==> config.mk <==
export PLATFORM = sky130hd
export DESIGN_NAME = dqs_idelay_scan
export DESIGN_NICKNAME = d
export VERILOG_FILES = /design/src/rtl/dqs_idelay_scan_pkg.sv /design/src/rtl/dqs_idelay_scan_sample_counter.sv /design/src/rtl/dqs_idelay_scan.sv
export SDC_FILE = /design/constraint.sdc
export NUM_CORES = 1
export LEC_CHECK = 0
export ABC_CLOCK_PERIOD_IN_PS = 2800
export CAP_MARGIN = 20
export CELL_PAD_IN_SITES_DETAIL_PLACEMENT = 1
export CELL_PAD_IN_SITES_GLOBAL_PLACEMENT = 1
export CORE_MARGIN = 5
export CORE_UTILIZATION = 42
export CTS_BUF_LIST = sky130_fd_sc_hd__clkbuf_16
export CTS_CLUSTER_DIAMETER = 60
export DETAILED_ROUTE_END_ITERATION = 16
export GPL_TIMING_DRIVEN = 1
export PLACE_DENSITY = 0.85
export SLEW_MARGIN = 20
export SYNTH_ARGS = -nofsm -noshare
export SYNTH_HDL_FRONTEND = slang
export SYNTH_HIERARCHICAL = 1
export SYNTH_SLANG_ARGS = --single-unit
==> constraint.sdc <==
create_clock -name clk -period 2.8 [get_ports clk]
set_input_delay 0.56 -clock clk [delete_from_list [all_inputs] [get_ports clk]]
set_output_delay 0.56 -clock clk [all_outputs]
set_load 0.05 [all_outputs]
==> src/rtl/dqs_idelay_scan_pkg.sv <==
// ---------------------------------------------------------------------------
// dqs_idelay_scan_pkg
// Shared definitions for the receive-side DQS delay scan engine:
//   - default parameter values for the scan engine and its sample counter
//   - the scan FSM state encoding
//   - clog2, used to size internal counters from parameters
// No ports; imported by dqs_idelay_scan and dqs_idelay_scan_sample_counter.
// ---------------------------------------------------------------------------
package dqs_idelay_scan_pkg;

  // Default tap width (32 taps), settle time after each apply, and
  // log2 of the number of samples taken per tap.
  localparam int DEF_DLY_WIDTH     = 5;
  localparam int DEF_SETTLE_CYCLES = 8;
  localparam int DEF_SAMPLE_LOG2   = 4;

  // Scan FSM states. LOAD/SET drive the idelay_pipe strobes for one tap,
  // SETTLE/SAMPLE wait and accumulate, EVAL decides, APPLY/FINISH load
  // the chosen tap and report completion.
  typedef enum logic [2:0] {
    ST_IDLE,
    ST_LOAD,
    ST_SET,
    ST_SETTLE,
    ST_SAMPLE,
    ST_EVAL,
    ST_APPLY,
    ST_FINISH
  } scanState_e;

  // Smallest width able to hold the values 0..value-1.
  // Returns 0 for value <= 1; callers always pass at least 2.
  function automatic int clog2(input int value);
    int result;
    result = 0;
    while ((1 << result) < value) begin
      result = result + 1;
    end
    return result;
  endfunction

endpackage

==> src/rtl/dqs_idelay_scan_sample_counter.sv <==
// ---------------------------------------------------------------------------
// dqs_idelay_scan_sample_counter
// Per-tap timing and vote accumulator for the DQS delay scan.
// After a clear, every cycle with run_i high advances one internal cycle
// counter. The first SETTLE_CYCLES run cycles are discarded (the delay line
// is still settling); the next 2^SAMPLE_LOG2 run cycles add sample_i into
// the ones counter.
//
// Ports:
//   clk_i       scan clock
//   rst_i       synchronous active-high reset
//   clr_i       synchronous clear of the cycle and ones counters
//   run_i       advance one cycle (high while the scan settles or samples)
//   sample_i    registered received strobe bit
//   ones_o      number of ones seen in the sample window
//   settled_o   high on the last settle cycle
//   finished_o  high on the last sample cycle
// ---------------------------------------------------------------------------
module dqs_idelay_scan_sample_counter
  import dqs_idelay_scan_pkg::*;
#(
  parameter int SETTLE_CYCLES = DEF_SETTLE_CYCLES,
  parameter int SAMPLE_LOG2   = DEF_SAMPLE_LOG2
) (
  input  logic                   clk_i,
  input  logic                   rst_i,
  input  logic                   clr_i,
  input  logic                   run_i,
  input  logic                   sample_i,
  output logic [SAMPLE_LOG2:0]   ones_o,
  output logic                   settled_o,
  output logic                   finished_o
);

  localparam int NUM_SAMPLES = 2 ** SAMPLE_LOG2;
  localparam int CNT_W       = clog2(SETTLE_CYCLES + NUM_SAMPLES);

  localparam logic [CNT_W-1:0]     SETTLE_LAST  = CNT_W'(SETTLE_CYCLES - 1);
  localparam logic [CNT_W-1:0]     SAMPLE_FIRST = CNT_W'(SETTLE_CYCLES);
  localparam logic [CNT_W-1:0]     SAMPLE_LAST  = CNT_W'(SETTLE_CYCLES + NUM_SAMPLES - 1);
  localparam logic [SAMPLE_LOG2:0] ONES_MAX     = (SAMPLE_LOG2 + 1)'(NUM_SAMPLES);

  logic [CNT_W-1:0]     count_q;
  logic [CNT_W-1:0]     count_d;
  logic [SAMPLE_LOG2:0] ones_q;
  logic [SAMPLE_LOG2:0] ones_d;
  logic                 inWindow;

  // Samples only count once the settle phase is over.
  assign inWindow = (count_q >= SAMPLE_FIRST);

  // Next-state logic for the cycle counter and the ones accumulator.
  // The cycle counter parks on the last sample cycle so it can never wrap
  // back into the settle window, and the ones counter saturates at the
  // sample count so a stray extra run cycle cannot overflow it.
  always_comb begin
    count_d = count_q;
    ones_d  = ones_q;
    if (clr_i) begin
      count_d = '0;
      ones_d  = '0;
    end else if (run_i) begin
      if (count_q != SAMPLE_LAST) begin
        count_d = count_q + CNT_W'(1);
      end
      if (inWindow && sample_i && (ones_q != ONES_MAX)) begin
        ones_d = ones_q + (SAMPLE_LOG2 + 1)'(1);
      end
    end
  end

  // Counter registers with synchronous reset.
  always_ff @(posedge clk_i) begin
    if (rst_i) begin
      count_q <= '0;
      ones_q  <= '0;
    end else begin
      count_q <= count_d;
      ones_q  <= ones_d;
    end
  end

  assign ones_o     = ones_q;
  assign settled_o  = run_i && (count_q == SETTLE_LAST);
  assign finished_o = run_i && (count_q == SAMPLE_LAST);

endmodule

==> src/rtl/dqs_idelay_scan.sv <==
// ---------------------------------------------------------------------------
// dqs_idelay_scan
// Receive-side calibration engine for one DQS/DQ input lane. Steps the
// idelay tap upward from 0, takes a majority vote of the received strobe
// at each tap, stops at the first tap whose vote differs from the previous
// tap's vote and loads that tap (or tap 0 when no flip is seen).
//
// Ports:
//   clk         scan clock (clk_div domain)
//   rst         synchronous active-high reset
//   start       one-cycle scan request, honoured only when idle
//   dqs_sample  received strobe bit, already registered in this domain
//   delay       tap value presented to the idelay_pipe
//   ld          one-cycle load strobe for delay
//   set         one-cycle apply strobe, one cycle after ld
//   busy        high from the cycle after an accepted start until done
//   done        one-cycle pulse at the end of a scan
//   edge_found  a vote flip was found in the last scan
//   edge_tap    first tap whose vote differs from the previous tap, else 0
//   edge_pol    vote value after the flip, else 0
// ---------------------------------------------------------------------------
module dqs_idelay_scan
  import dqs_idelay_scan_pkg::*;
#(
  parameter int DLY_WIDTH     = DEF_DLY_WIDTH,
  parameter int SETTLE_CYCLES = DEF_SETTLE_CYCLES,
  parameter int SAMPLE_LOG2   = DEF_SAMPLE_LOG2
) (
  input  logic                 clk,
  input  logic                 rst,
  input  logic                 start,
  input  logic                 dqs_sample,
  output logic [DLY_WIDTH-1:0] delay,
  output logic                 ld,
  output logic                 set,
  output logic                 busy,
  output logic                 done,
  output logic                 edge_found,
  output logic [DLY_WIDTH-1:0] edge_tap,
  output logic                 edge_pol
);

  localparam logic [DLY_WIDTH-1:0]   TAP_MAX = '1;
  localparam logic [SAMPLE_LOG2:0]   HALF    = (SAMPLE_LOG2 + 1)'(2 ** (SAMPLE_LOG2 - 1));

  scanState_e           state_q;
  logic [DLY_WIDTH-1:0] tap_q;
  logic                 havePrev_q;
  logic                 prevMaj_q;
  logic [DLY_WIDTH-1:0] delay_q;
  logic                 ld_q;
  logic                 set_q;
  logic                 busy_q;
  logic                 done_q;
  logic                 edgeFound_q;
  logic [DLY_WIDTH-1:0] edgeTap_q;
  logic                 edgePol_q;

  logic                 cntClr;
  logic                 cntRun;
  logic [SAMPLE_LOG2:0] ones;
  logic                 settled;
  logic                 finished;
  logic                 maj;

  // The counter is cleared while the set strobe is out, so it starts
  // counting settle cycles on the first cycle after the new tap is applied.
  assign cntClr = (state_q == ST_SET);
  assign cntRun = (state_q == ST_SETTLE) || (state_q == ST_SAMPLE);

  dqs_idelay_scan_sample_counter #(
    .SETTLE_CYCLES (SETTLE_CYCLES),
    .SAMPLE_LOG2   (SAMPLE_LOG2)
  ) u_counter (
    .clk_i      (clk),
    .rst_i      (rst),
    .clr_i      (cntClr),
    .run_i      (cntRun),
    .sample_i   (dqs_sample),
    .ones_o     (ones),
    .settled_o  (settled),
    .finished_o (finished)
  );

  // Strict majority: exactly half ones is a tie and votes 0.
  assign maj = (ones > HALF);

  // Scan sequencer. All outputs are registered here: each strobe is set on
  // the transition into the state that owns it and cleared by the default
  // at the top, so ld/set/done are single-cycle pulses. delay only changes
  // together with ld, so it stays stable between loads.
  always_ff @(posedge clk) begin
    if (rst) begin
      state_q     <= ST_IDLE;
      tap_q       <= '0;
      havePrev_q  <= 1'b0;
      prevMaj_q   <= 1'b0;
      delay_q     <= '0;
      ld_q        <= 1'b0;
      set_q       <= 1'b0;
      busy_q      <= 1'b0;
      done_q      <= 1'b0;
      edgeFound_q <= 1'b0;
      edgeTap_q   <= '0;
      edgePol_q   <= 1'b0;
    end else begin
      ld_q   <= 1'b0;
      set_q  <= 1'b0;
      done_q <= 1'b0;
      unique case (state_q)
        ST_IDLE: begin
          if (start) begin
            tap_q       <= '0;
            havePrev_q  <= 1'b0;
            prevMaj_q   <= 1'b0;
            edgeFound_q <= 1'b0;
            edgeTap_q   <= '0;
            edgePol_q   <= 1'b0;
            busy_q      <= 1'b1;
            delay_q     <= '0;
            ld_q        <= 1'b1;
            state_q     <= ST_LOAD;
          end
        end
        ST_LOAD: begin
          set_q   <= 1'b1;
          state_q <= ST_SET;
        end
        ST_SET: begin
          state_q <= ST_SETTLE;
        end
        ST_SETTLE: begin
          if (settled) begin
            state_q <= ST_SAMPLE;
          end
        end
        ST_SAMPLE: begin
          if (finished) begin
            state_q <= ST_EVAL;
          end
        end
        ST_EVAL: begin
          // Tap 0 has no predecessor, so havePrev keeps it from ever
          // being reported. The last tap ends the sweep instead of wrapping.
          if (havePrev_q && (maj != prevMaj_q)) begin
            edgeFound_q <= 1'b1;
            edgeTap_q   <= tap_q;
            edgePol_q   <= maj;
            delay_q     <= tap_q;
            ld_q        <= 1'b1;
            state_q     <= ST_APPLY;
          end else if (tap_q == TAP_MAX) begin
            edgeFound_q <= 1'b0;
            edgeTap_q   <= '0;
            edgePol_q   <= 1'b0;
            delay_q     <= '0;
            ld_q        <= 1'b1;
            state_q     <= ST_APPLY;
          end else begin
            prevMaj_q  <= maj;
            havePrev_q <= 1'b1;
            tap_q      <= tap_q + DLY_WIDTH'(1);
            delay_q    <= tap_q + DLY_WIDTH'(1);
            ld_q       <= 1'b1;
            state_q    <= ST_LOAD;
          end
        end
        ST_APPLY: begin
          set_q   <= 1'b1;
          done_q  <= 1'b1;
          state_q <= ST_FINISH;
        end
        ST_FINISH: begin
          busy_q  <= 1'b0;
          state_q <= ST_IDLE;
        end
        default: begin
          state_q <= ST_IDLE;
        end
      endcase
    end
  end

  assign delay      = delay_q;
  assign ld         = ld_q;
  assign set        = set_q;
  assign busy       = busy_q;
  assign done       = done_q;
  assign edge_found = edgeFound_q;
  assign edge_tap   = edgeTap_q;
  assign edge_pol   = edgePol_q;

endmodule

### Word-level counts from Yosys, hierarchy flattened

Index checks and enable logic that the tools add are counted.

* bits in registers: 36
* input port bits: 4
* output and inout bits: 16
* logic and storage cells: 90

* add/sub/neg operators: 3
* order comparisons: 2
* equal/unequal tests: 19
* muxes and demuxes: 34
* reductions and logical operators: 18

Operators with widths (count)
* $mux W5: 7
* $pmux W5 S2: 3
* $pmux W3 S8: 1
* $add A5 B1 Y5 const B: 3
* $mux W3: 5
* $eq A3 B3 Y1 const B: 4
* $mux W1: 12
* $pmux W1 S2: 6
* $eq A5 B5 Y1 const B: 2
* $ne A2 B2 Y1 const B: 5
* $ne A5 B5 Y1 const B: 2
* $reduce_and A2 Y1: 4
* $eq A3 B2 Y1 const B: 2
* $reduce_and A3 Y1: 2
* $eq A5 B3 Y1 const B: 1
* $ge A5 B4 Y1 const B: 1
* $gt A5 B4 Y1 const B: 1
* $logic_and A1 B1 Y1: 5
* $reduce_and A4 Y1: 1
* $reduce_bool A2 Y1: 2
* $reduce_or A2 Y1: 2
* $eq A3 B1 Y1 const B: 1
* $logic_not A3 Y1: 1
* $ne A3 B3 Y1 const B: 1
* other kinds (2): 2

### Logic depth before layout (Yosys ltp)

* word-level depth: 5
* gate-level depth with buffers: 11
* gate-level depth less buffers: 9

### Cells and area by module

The synthesis kept the hierarchy.

Modules (own cells, without submodules)
* dqs_idelay_scan: instances 1, cells each 145, area each 1276.2 um^2, seq. area each 520.5 um^2
* dqs_idelay_scan_sample_counter: instances 1, cells each 61, area each 520.5 um^2, seq. area each 200.2 um^2

### Worst setup path after synthesis

OpenSTA, ideal clock, no wires.

* path kind: register -> register
* start point: register tap_q[0]
* end point: register edgeFound_q (netlist: edge_found)
* setup time: 0.060 ns
* data arrival time: 1.917 ns
* required time: 2.740 ns
* setup slack: 0.822 ns
* stages on the path, launching flop included: 9
* path buffers: 0
* period minus slack after synthesis: 1.978 ns
* path through: dfxtp_1 ha_1 and3_1 ha_1 inv_1 o311a_1 a21oi_1 nor3_1 a22o_1

* longest elaborated chain between the ends: 3

RTL lines
* from (decl): line dqs_idelay_scan.sv:47 `logic [DLY_WIDTH-1:0] tap_q;`
* from (signal assigned): line dqs_idelay_scan.sv:162 `tap_q <= tap_q + DLY_WIDTH'(1);`
* $eq A5 B5 Y1: line dqs_idelay_scan.sv:152 `end else if (tap_q == TAP_MAX) begin`
* $ne A3 B3 Y1 (no source line)
* $reduce_and A3 Y1 (no source line)
* to (signal assigned): line dqs_idelay_scan.sv:116 `edgeFound_q <= 1'b0;`
* to (signal assigned): line dqs_idelay_scan.sv:146 `edgeFound_q <= 1'b1;`
* to (signal assigned): line dqs_idelay_scan.sv:153 `edgeFound_q <= 1'b0;`
* to (decl): line dqs_idelay_scan.sv:55 `logic edgeFound_q;`

No other way between the ends.
A chain may end at the register's enable or synchronous reset.

### Final worst setup path

* start point: register state_q[2]
* end point: register edgePol_q (netlist: edge_pol)

* longest elaborated chain between the ends: 3
* elaborated cells between the ends (all ways): 7
* classes of those cells: eq/ne (3); mux (1); reduce/logical (3)

RTL lines
* from (decl): line dqs_idelay_scan.sv:46 `scanState_e state_q;`
* from (signal assigned): line dqs_idelay_scan.sv:94 `state_q <= ST_IDLE;`
* from (signal assigned): line dqs_idelay_scan.sv:122 `state_q <= ST_LOAD;`
* from (signal assigned): line dqs_idelay_scan.sv:127 `state_q <= ST_SET;`
* $eq A3 B3 Y1 / $logic_not A3 Y1 (equally long branches): line dqs_idelay_scan.sv:110 `unique case (state_q)`
* $ne A3 B3 Y1 (no source line) (tied with other cells)
* $reduce_and A3 Y1 (no source line)
* to (signal assigned): line dqs_idelay_scan.sv:148 `edgePol_q <= maj;`
* to (decl): line dqs_idelay_scan.sv:57 `logic edgePol_q;`

Parallel ways exist; a longest one is shown, timed or not.

==> results.toml <==
[clock_network]
cts.sink_count = 36
cts_resized = 0
htreeDepth = 2
cts_buffer_depth = 2
holdBufCountCts = 0
worstSkewPairLatency_ps = 280
tritoncts = "built"
clk_pin_slew_ps = 50
cts_buffers = 5
cts_setup_buffers = 0
root_buffer = "clkbuf_16"

[timing]
slew_headroom_pct = 62.7
setup_viol = 0
tns_ps = 0
drv_slew = 0
fmax_mhz = 460
tightest_slew_ps = 557
rsz0062_at_grt = "false"
fin_crit_sh_pct = 77.6
hold_violations = 0
skew_ps = 6.20
period_minus_slack_ps = 2170

[grt]
overflow = 0
grt_max_degree = 18
grt_pass1_wl_um = 7490
grt_use_total_pct = 17.4
antenna_found_initial = 0
grt_pass1_vias = 1575

[power_and_ir_drop]
clock_power_share_pct = 46.0
intPower_uw = 870
p_total_uw = 1130
pwr_density_cell_mw_per_mm2 = 521
p_switching_uw = 260
p_leak_uw = 0.000742
vdd_drop_max_uv = 330
switching_share_pct = 23.0
seqPwrFrac_pct = 47.0
p_comb_share_pct = 7.0

[worst_setup_path]
crit_path_start = "state_q[2]$_SDFFE_PP0P_"
criticalPathCategory = "flop to flop"
path_max_fanout = 16
required_ps = 3010
r2r-start = "state_q[2]$_SDFFE_PP0P_"
critPathLaunchType = "flop"
cp-endpoint = "edge_pol$_SDFFE_PP0P_"
reg2regPathDepth = 5
crit_arrival_ps = 2380
critPathCaptureType = "flop"
rrSetupSlack_ps = 630
r2r-end = "edge_pol$_SDFFE_PP0P_"

[detailed_routing]
routed_via_density = 5.79
dr.pass1.iters = 4
drt_iter0_drc = 111
top_layer_used = "met4"
wl_met3_um = 195
wl_per_cell_um = 16.1
drtAntennaViolNets = 0
postRouteWirelength_um = 4450
wl_met2_um = 1980
drc_errors = 0
met1_length_um = 2210
vias = 1599

[finish]
finish.utilization_pct = 53.1
mostFrequentLayoutCells = "dfxtp_1 (36), clkdlybuf4s50_1 (19), nand2_1 (18), a21oi_1 (17), o21ai_0 (12)"
nets = 234
mostFrequentLayoutCell = "dfxtp_1"
areaGrowthSynthToFinish_pct = 20.7
drive_above_1_share_pct = 9.73
final_cells = 276
antenna_cells = 0

[floorplanning]
fp-row-count = 23
fp.dieH_um = 75.4
coreArea_mm2 = 0.00409
floorplan.initialDensity_pct = 44.0
io_pins = 20
dieArea_mm2 = 0.00569
fp.dieW_um = 75.4

[synthesis]
avgSynthCellArea_um2 = 8.72
yosys_warnings = 6
synthFlopType = "dfxtp_1"
syn_area_mm2 = 0.00180
synth-seq-cells = 36
synth.distinct_cells = 54
syn_inst = 206
yosysSeqAreaShare_pct = 40.1
async_flop_share_pct = 0
synth_nets = 215
synth_edf_count = 0

[min_path]
hp-class = "flop to flop"

[place]
numPlacedInstances = 268
dpl.hpwl_um = 3080
io_buffers = 19
place_congestion = 0.774

[outcome]
status = "completed"

[run]
maxCapViolations = 0
[critical path, cell delays in order, from the launching register on]
cell       delay [ps]
dfxtp_1           580
and3b_1           590
and2_1            220
nor2b_1           460
nand2_1           100
o2bb2ai_1         140
[metal layers]
| metal | up-vias | GRT usage, % |
|---|---|---|
| met3 | 6 | 5.28 |
| li1 | 810 | - |
| met1 | 752 | 23.6 |
| met5 | - | 0 |
| met4 | 0 | 7.77 |
| met2 | 31 | 25.6 |
[per-stage QoR]
stage	area, µm²	hold WS [ps]	setup WS (ps)
final	2170	467	627
after global routing	2170	491	489
after CTS	2170	466	660
after detailed placement	2030	451	569
after global placement	2030	452	655
after floorplan	1800	471	822
[how the worst min path moves through the flow]
stage,endpoint,from,depth (start not counted)
floorplan,u_counter/count_q[1]$_SDFFE_PP0P_,u_counter/count_q[1]$_SDFFE_PP0P_,2
global placement,edge_tap[0]$_SDFFE_PP0P_,edge_tap[0]$_SDFFE_PP0P_,1
detailed placement,edge_pol$_SDFFE_PP0P_,edge_pol$_SDFFE_PP0P_,1
CTS,edge_tap[2]$_SDFFE_PP0P_,edge_tap[2]$_SDFFE_PP0P_,1
global route,edge_pol$_SDFFE_PP0P_,edge_pol$_SDFFE_PP0P_,1
finish,edge_tap[2]$_SDFFE_PP0P_,edge_tap[2]$_SDFFE_PP0P_,1
[power by group through the flow]
stage,Combinational [µW],Clock [µW],Sequential [µW]
CTS,79.9,535,531
detailed placement,78.9,0,542
floorplan,42.3,0,548
finish,79.3,520,531
global route,86.1,557,533
global placement,77.1,0,541
[final cells by class]
type                       count  area [µm²]
fill                         488        1920
timing repair buffer          24         228
tap                           50        62.6
clock inverter                 3        11.3
sequential                    36         721
inverter                       5        18.8
multi-input combinational    153        1000
clock buffer                   5         125
[state kept, by name, indices dropped and copies added (netlist names)]
register           cells
busy                   1
delay                  5
done                   1
edge_found             1
edge_pol               1
edge_tap               5
havePrev_q             1
ld                     1
prevMaj_q              1
set                    1
state_q                3
tap_q                  5
u_counter/count_q      5
u_counter/ones_o       5
[cells in the mapped netlist, types with 2 or more instances]
cell type   n  area (µm²)
or2_2       2        12.5
nand3b_1    6        45.0
nor2_1     10        37.5
clkbuf_1    8        30.0
and2_1      2        12.5
ha_1        5        62.6
buf_2       2        10.0
a32oi_1     3        26.3
nor2b_1     2        12.5
a31oi_1     4        25.0
dfxtp_1    36         721
xor2_1      2        17.5
nor3_1      5        25.0
a32o_1      5        50.1
nand4_1     2        12.5
inv_1       5        18.8
nand3_1     9        45.0
nand2b_1    8        50.1
nor3b_1     2        15.0
o211ai_1    2        15.0
a21oi_1    17        85.1
o22ai_1     2        12.5
o21ai_0    12        60.1
nand2_1    18        67.6
o2bb2ai_1   2        17.5
or3_1       7        43.8
[logic make-up after synthesis]
group | Yosys count | share of synthesized area [%]
AO/OA/AOI/OAI | 59 | 22.2
XOR/XNOR | 3 | 1.46
adder cells (fa/ha/maj) | 5 | 3.48
buffers and inverters | 17 | 4.11
flip-flops | 36 | 40.1
multiplexers | 3 | 2.23
AND/OR/NAND/NOR | 83 | 26.4
(Power assumes the default switching activity.)
==> edit 1: new RTL, same settings <==
The 8 states of `scanState_e` get a Gray code encoding in 3 bits.
--- a/src/rtl/dqs_idelay_scan_pkg.sv
+++ b/src/rtl/dqs_idelay_scan_pkg.sv
@@ -18,14 +18,14 @@
   // SETTLE/SAMPLE wait and accumulate, EVAL decides, APPLY/FINISH load
   // the chosen tap and report completion.
   typedef enum logic [2:0] {
-    ST_IDLE,
-    ST_LOAD,
-    ST_SET,
-    ST_SETTLE,
-    ST_SAMPLE,
-    ST_EVAL,
-    ST_APPLY,
-    ST_FINISH
+    ST_IDLE   = 3'b000,
+    ST_LOAD   = 3'b001,
+    ST_SET    = 3'b011,
+    ST_SETTLE = 3'b010,
+    ST_SAMPLE = 3'b110,
+    ST_EVAL   = 3'b111,
+    ST_APPLY  = 3'b101,
+    ST_FINISH = 3'b100
   } scanState_e;
 
   // Smallest width able to hold the values 0..value-1.
Formal check against the unedited RTL: same outputs for any inputs over 10 cycles, from zero or initial values and one cycle with rst high; not proved beyond that.
==> edit 1 against the unedited design <==
Synthesized cell count shrank 8.7%. Wire length shrank 6.7%. Global-route usage is 0.18 points lower. Combinational power is 12% lower. Critical path type unchanged. First-iteration DRC count is 62% lower. Sequential cell count unchanged. Sequential power barely moved. Highest routed layer unchanged. Total power increased by 8.0%. Setup slack lost 0.060 ns. Die area shrank 5.6%. Design area decreased by 5.7%. Synthesized area down 6.5%.
==> edit 1: results (changes against the unedited design) <==
metric,value,unit,change
Comb power,69.9,uW,-12%
placed cell area,0.00188,mm2,-7.5%
dpl cells,250,,-6.7%
core footprint,0.00394,mm2,-3.5%
Synth Area in Compound Gates,0.191,,-0.0308
drt initial violations,42,,-62%
largest net degree at the start of global routing,16,,-2
post-synthesis net count,197,,-8.4%
CP peak stage delay,0.54,ns,-0.05 ns
all-layer global routing usage,0.173,,-0.00180
switch share,0.215,,-0.0147
Multi-Input Combinational,140,,-8.5%
Post-Synth Adder-Cell Area,0.0372,,+0.00241
final HPWL from detailed placement,2990,um,-3.1%
Non-CTS buffers,20,,-17%
Seq pwr share,0.435,,-0.035
critical register-to-register path endpoint,edge_tap[2]$_SDFFE_PP0P_,,
most area-consuming cells after synthesis,"dfxtp_1 (43%), a21oi_1 (6.0%), nand2_1 (5.4%), nor2_1 (4.5%), ha_1 (3.7%)",,
"Clock buffers and inverters, area share",0.0802,,+0.0173
Seq/total area,0.353,,+0.0201
R2R setup slack,0.57,ns,-0.06 ns
reg-to-reg startpoint,tap_q[0]$_SDFFE_PP0P_,,
M1 WL,1760,um,-20%
dpl ws,0.577,ns,+0.00788 ns
Crit. Startpoint,tap_q[0]$_SDFFE_PP0P_,,
"IR drop worst, VDD",307,uV,-6.9%
multi-input combinational area share,0.433,,-0.0295
met3 WL,147,um,-25%
Post-Synthesis Cells,188,,-8.7%
vias per cell,5.59,,-3.5%
top sig layer,met4,,
routability cong.,0.802,,+3.6%
Synth cell types,48,,-11%
crit-path max FO,7,,-9
"top cells by count, synth","dfxtp_1 (36), nand2_1 (24), a21oi_1 (20), nor2_1 (20), o21ai_0 (10)",,
Routed WL,4150,um,-6.7%
met1 Use GR,0.192,,-0.0441
vias,1443,,-9.8%
XOR/XNOR share of the synthesized area,0.00521,,-0.00941
Layout Nets,216,,-7.7%
first-pass GRT wire length,7080,um,-5.4%
Pwr Total,1.22,mW,+8.0%
GR Util met2,0.305,,+0.0489
"delay-heaviest family, CP",compound AO/OA/AOI/OAI gates,,
layout cells sized above 1,0.115,,+0.0180
mux cell area share after synthesis,0.0127,,-0.00963
GR Util met3,0.0465,,-0.00626
sequential element share of the synthesized area,0.429,,+0.0278
DR WL met2,2160,um,+8.9%
CP max stage cell,a21oi_1,,
Worst Tran Pin Value,0.687,ns,+0.129 ns
worst r2r path cells,8,,+3
status,completed,,
inverter count,4,,-1
-- edit 1: worst min path at each step --
| stage | slack, ns | to | cells past startpoint | start |
|---|---|---|---|---|
| 3_3_place_gp | 0.44 | edge_tap[3]$_SDFFE_PP0P_ | 2 | edge_tap[3]$_SDFFE_PP0P_ |
| 2_1_floorplan | 0.45 | prevMaj_q$_SDFFE_PP0P_ | 2 | prevMaj_q$_SDFFE_PP0P_ |
| 6_report | 0.46 | edge_tap[1]$_SDFFE_PP0P_ | 2 | edge_tap[1]$_SDFFE_PP0P_ |
| 3_5_place_dp | 0.46 | edge_tap[1]$_SDFFE_PP0P_ | 2 | edge_tap[1]$_SDFFE_PP0P_ |
| 4_1_cts | 0.46 | edge_tap[1]$_SDFFE_PP0P_ | 2 | edge_tap[1]$_SDFFE_PP0P_ |
| 5_1_grt | 0.48 | edge_tap[3]$_SDFFE_PP0P_ | 2 | edge_tap[3]$_SDFFE_PP0P_ |
==> edit 2: new RTL, same flow settings <==
Without the edit above. Set the package constant `DEF_DLY_WIDTH` to 4 (it was 5).
--- a/src/rtl/dqs_idelay_scan_pkg.sv
+++ b/src/rtl/dqs_idelay_scan_pkg.sv
@@ -10,7 +10,7 @@
 
   // Default tap width (32 taps), settle time after each apply, and
   // log2 of the number of samples taken per tap.
-  localparam int DEF_DLY_WIDTH     = 5;
+  localparam int DEF_DLY_WIDTH     = 4;
   localparam int DEF_SETTLE_CYCLES = 8;
   localparam int DEF_SAMPLE_LOG2   = 4;
 
Interface: changed (resized delay and edge_tap); port bits go from 20 to 18. The function was not compared with the original's and may differ.
==> edit 2 against the unedited design <==
Via count decreased by 8.6%. Wire length shrank 5.6%. Clock skew is 0.00061 ns lower. Critical path depth increased by 6. Synthesized area decreased by 11%. Die area fell by 9.7%. Setup slack improved by 0.076 ns. Design area down 11%. First-iteration DRC count is 14% higher. Synthesized cell count decreased by 12%. Total power is 6.0% lower. Core utilization down 0.12 points. Sequential cell count is 3 lower. Global-route usage rose by 0.37 points. Critical path type unchanged. Critical endpoint is now state_q[0]$_SDFFE_PP0P_. Largest cell class unchanged.
==> edit 2: results (changes against the unedited design) <==
metric,value,unit,change
CTS H-tree depth,2,,unchanged
clock skew,0.00559,ns,-0.000607 ns
routability cong.,0.895,,+16%
XOR/XNOR share of the synthesized area,0.00549,,-0.00914
met3 WL,174,um,-11%
layout cells sized above 1,0.106,,+0.00818
Synth cell types,52,,-3.7%
most area-consuming cells after synthesis,"dfxtp_1 (41%), a21oi_1 (5.6%), o21ai_0 (4.1%), nor2_1 (3.8%), ha_1 (3.1%)",,
drt initial violations,126,,+14%
post-synthesis net count,189,,-12%
Synth Area in Compound Gates,0.233,,+0.0106
first-pass GRT wire length,7180,um,-4.1%
all-layer global routing usage,0.178,,+0.00368
Layout Nets,207,,-12%
R2R setup slack,0.70,ns,+0.08 ns
Post-Synth Adder-Cell Area,0.0313,,-0.00347
crit-path max FO,9,,-7
clock buffer depth,2,,unchanged
min-delay src,edge_found$_SDFFE_PP0P_,,
Max-slew headroom,0.659,,+0.0323
worst r2r path cells,11,,+6
sequential element share of the synthesized area,0.414,,+0.0127
largest net degree at the start of global routing,19,,+1
mux cell area share after synthesis,0.0125,,-0.00974
Arrival @ worst endpoint,2.26,ns,-0.12 ns
vias,1462,,-8.6%
Routed WL,4200,um,-5.6%
reg-to-reg startpoint,state_q[0]$_SDFFE_PP0P_,,
DR WL met2,2180,um,+9.9%
"IR drop worst, VDD",285,uV,-13%
Avg Inst Size Synth,8.82,um2,+1.1%
hold path endpoint,edge_found$_SDFFE_PP0P_,,
M1 WL,1790,um,-19%
dpl cells,240,,-10%
critical register-to-register path endpoint,state_q[0]$_SDFFE_PP0P_,,
"non-filler cells, final",247,,-11%
# port buffers,17,,-2
final hold slack,0.477,ns,+0.0105 ns
Pleak,0.712,nW,-4.1%
status,completed,,
final HPWL from detailed placement,2900,um,-5.9%
"top cells by count, synth","dfxtp_1 (33), a21oi_1 (18), nor2_1 (16), o21ai_0 (13), nand2_1 (10)",,
-- edit 2: changes by cell type in the layout (fill, tap and decap cells not counted), sizes merged, moves of 3 or more --
cell,unedited run,this run
a22o,1,4
a32o,5,1
buf,5,2
dfxtp,36,33
nand2,18,10
nand2b,8,4
nand3b,6,3
nor2,10,17
o21ai,12,15
-- edit 2: layer usage --
| layer | global-route usage | vias up |
|---|---|---|
| met2 | 0.322 | 33 |
| met1 | 0.200 | 712 |
| met5 | 0 | - |
| li1 | - | 713 |
| met3 | 0.0463 | 4 |
| met4 | 0.0626 | 0 |
-- edit 2: final cells by class --
cell class / count / area, um2
Sequential cell: 33 / 661
Tap cell: 48 / 60.1
Multi-Input combinational cell: 136 / 885
Clock inverter: 2 / 7.51
Inverter: 4 / 15.0
Timing Repair Buffer: 19 / 185
Fill cell: 416 / 1720
Clock buffer: 5 / 125
-- edit 2: worst max path at each step --
stage / from / to / slack, ns / cells after the start
global route: state_q[0]$_SDFFE_PP0P_ / state_q[0]$_SDFFE_PP0P_ / 0.39 / 11
detailed placement: start / edge_tap[3]$_SDFFE_PP0P_ / 0.67 / 5
finish: state_q[0]$_SDFFE_PP0P_ / state_q[0]$_SDFFE_PP0P_ / 0.70 / 11
CTS: state_q[0]$_SDFFE_PP0P_ / state_q[0]$_SDFFE_PP0P_ / 0.68 / 11
global placement: start / delay[0]$_SDFFE_PP0P_ / 0.72 / 5
floorplan: state_q[1]$_SDFFE_PP0P_ / state_q[0]$_SDFFE_PP0P_ / 1.05 / 11
-- edit 2: logic make-up after synthesis --
family                   count (synthesis)
adder cells (fa/ha/maj)                  4
buffers and inverters                   12
AND/OR/NAND/NOR                         73
XOR/XNOR                                 1
AO/OA/AOI/OAI                           56
multiplexers                             2
flip-flops                              33
-- edit 2: power by group --
part           internal (mW)  switching [mW]  total (mW)  leakage, nW
Combinational         0.0265          0.0448      0.0713        0.376
Sequential             0.477          0.0102       0.488        0.267
Clock                  0.317           0.186       0.503       0.0685
-- edit 2: worst max-delay path, stage by stage, from the launching register on --
cell,delay [ns]
dfxtp_1,0.47
nor2b_1,0.27
nand2_1,0.07
o21ai_0,0.09
buf_4,0.19
nand3_1,0.11
nor3_1,0.23
o21ai_0,0.16
nand2_1,0.12
o21ai_0,0.08
a21oi_1,0.14
nor2_1,0.05
-- edit 2: metrics by stage --
stage                     utilization  cell area (um2)  setup WS, ns
after floorplan                     -             1600          1.05
after global placement          0.493             1810         0.725
after detailed placement        0.493             1810         0.673
after CTS                       0.529             1940         0.679
after global routing            0.529             1940         0.392
final                           0.529             1940         0.702
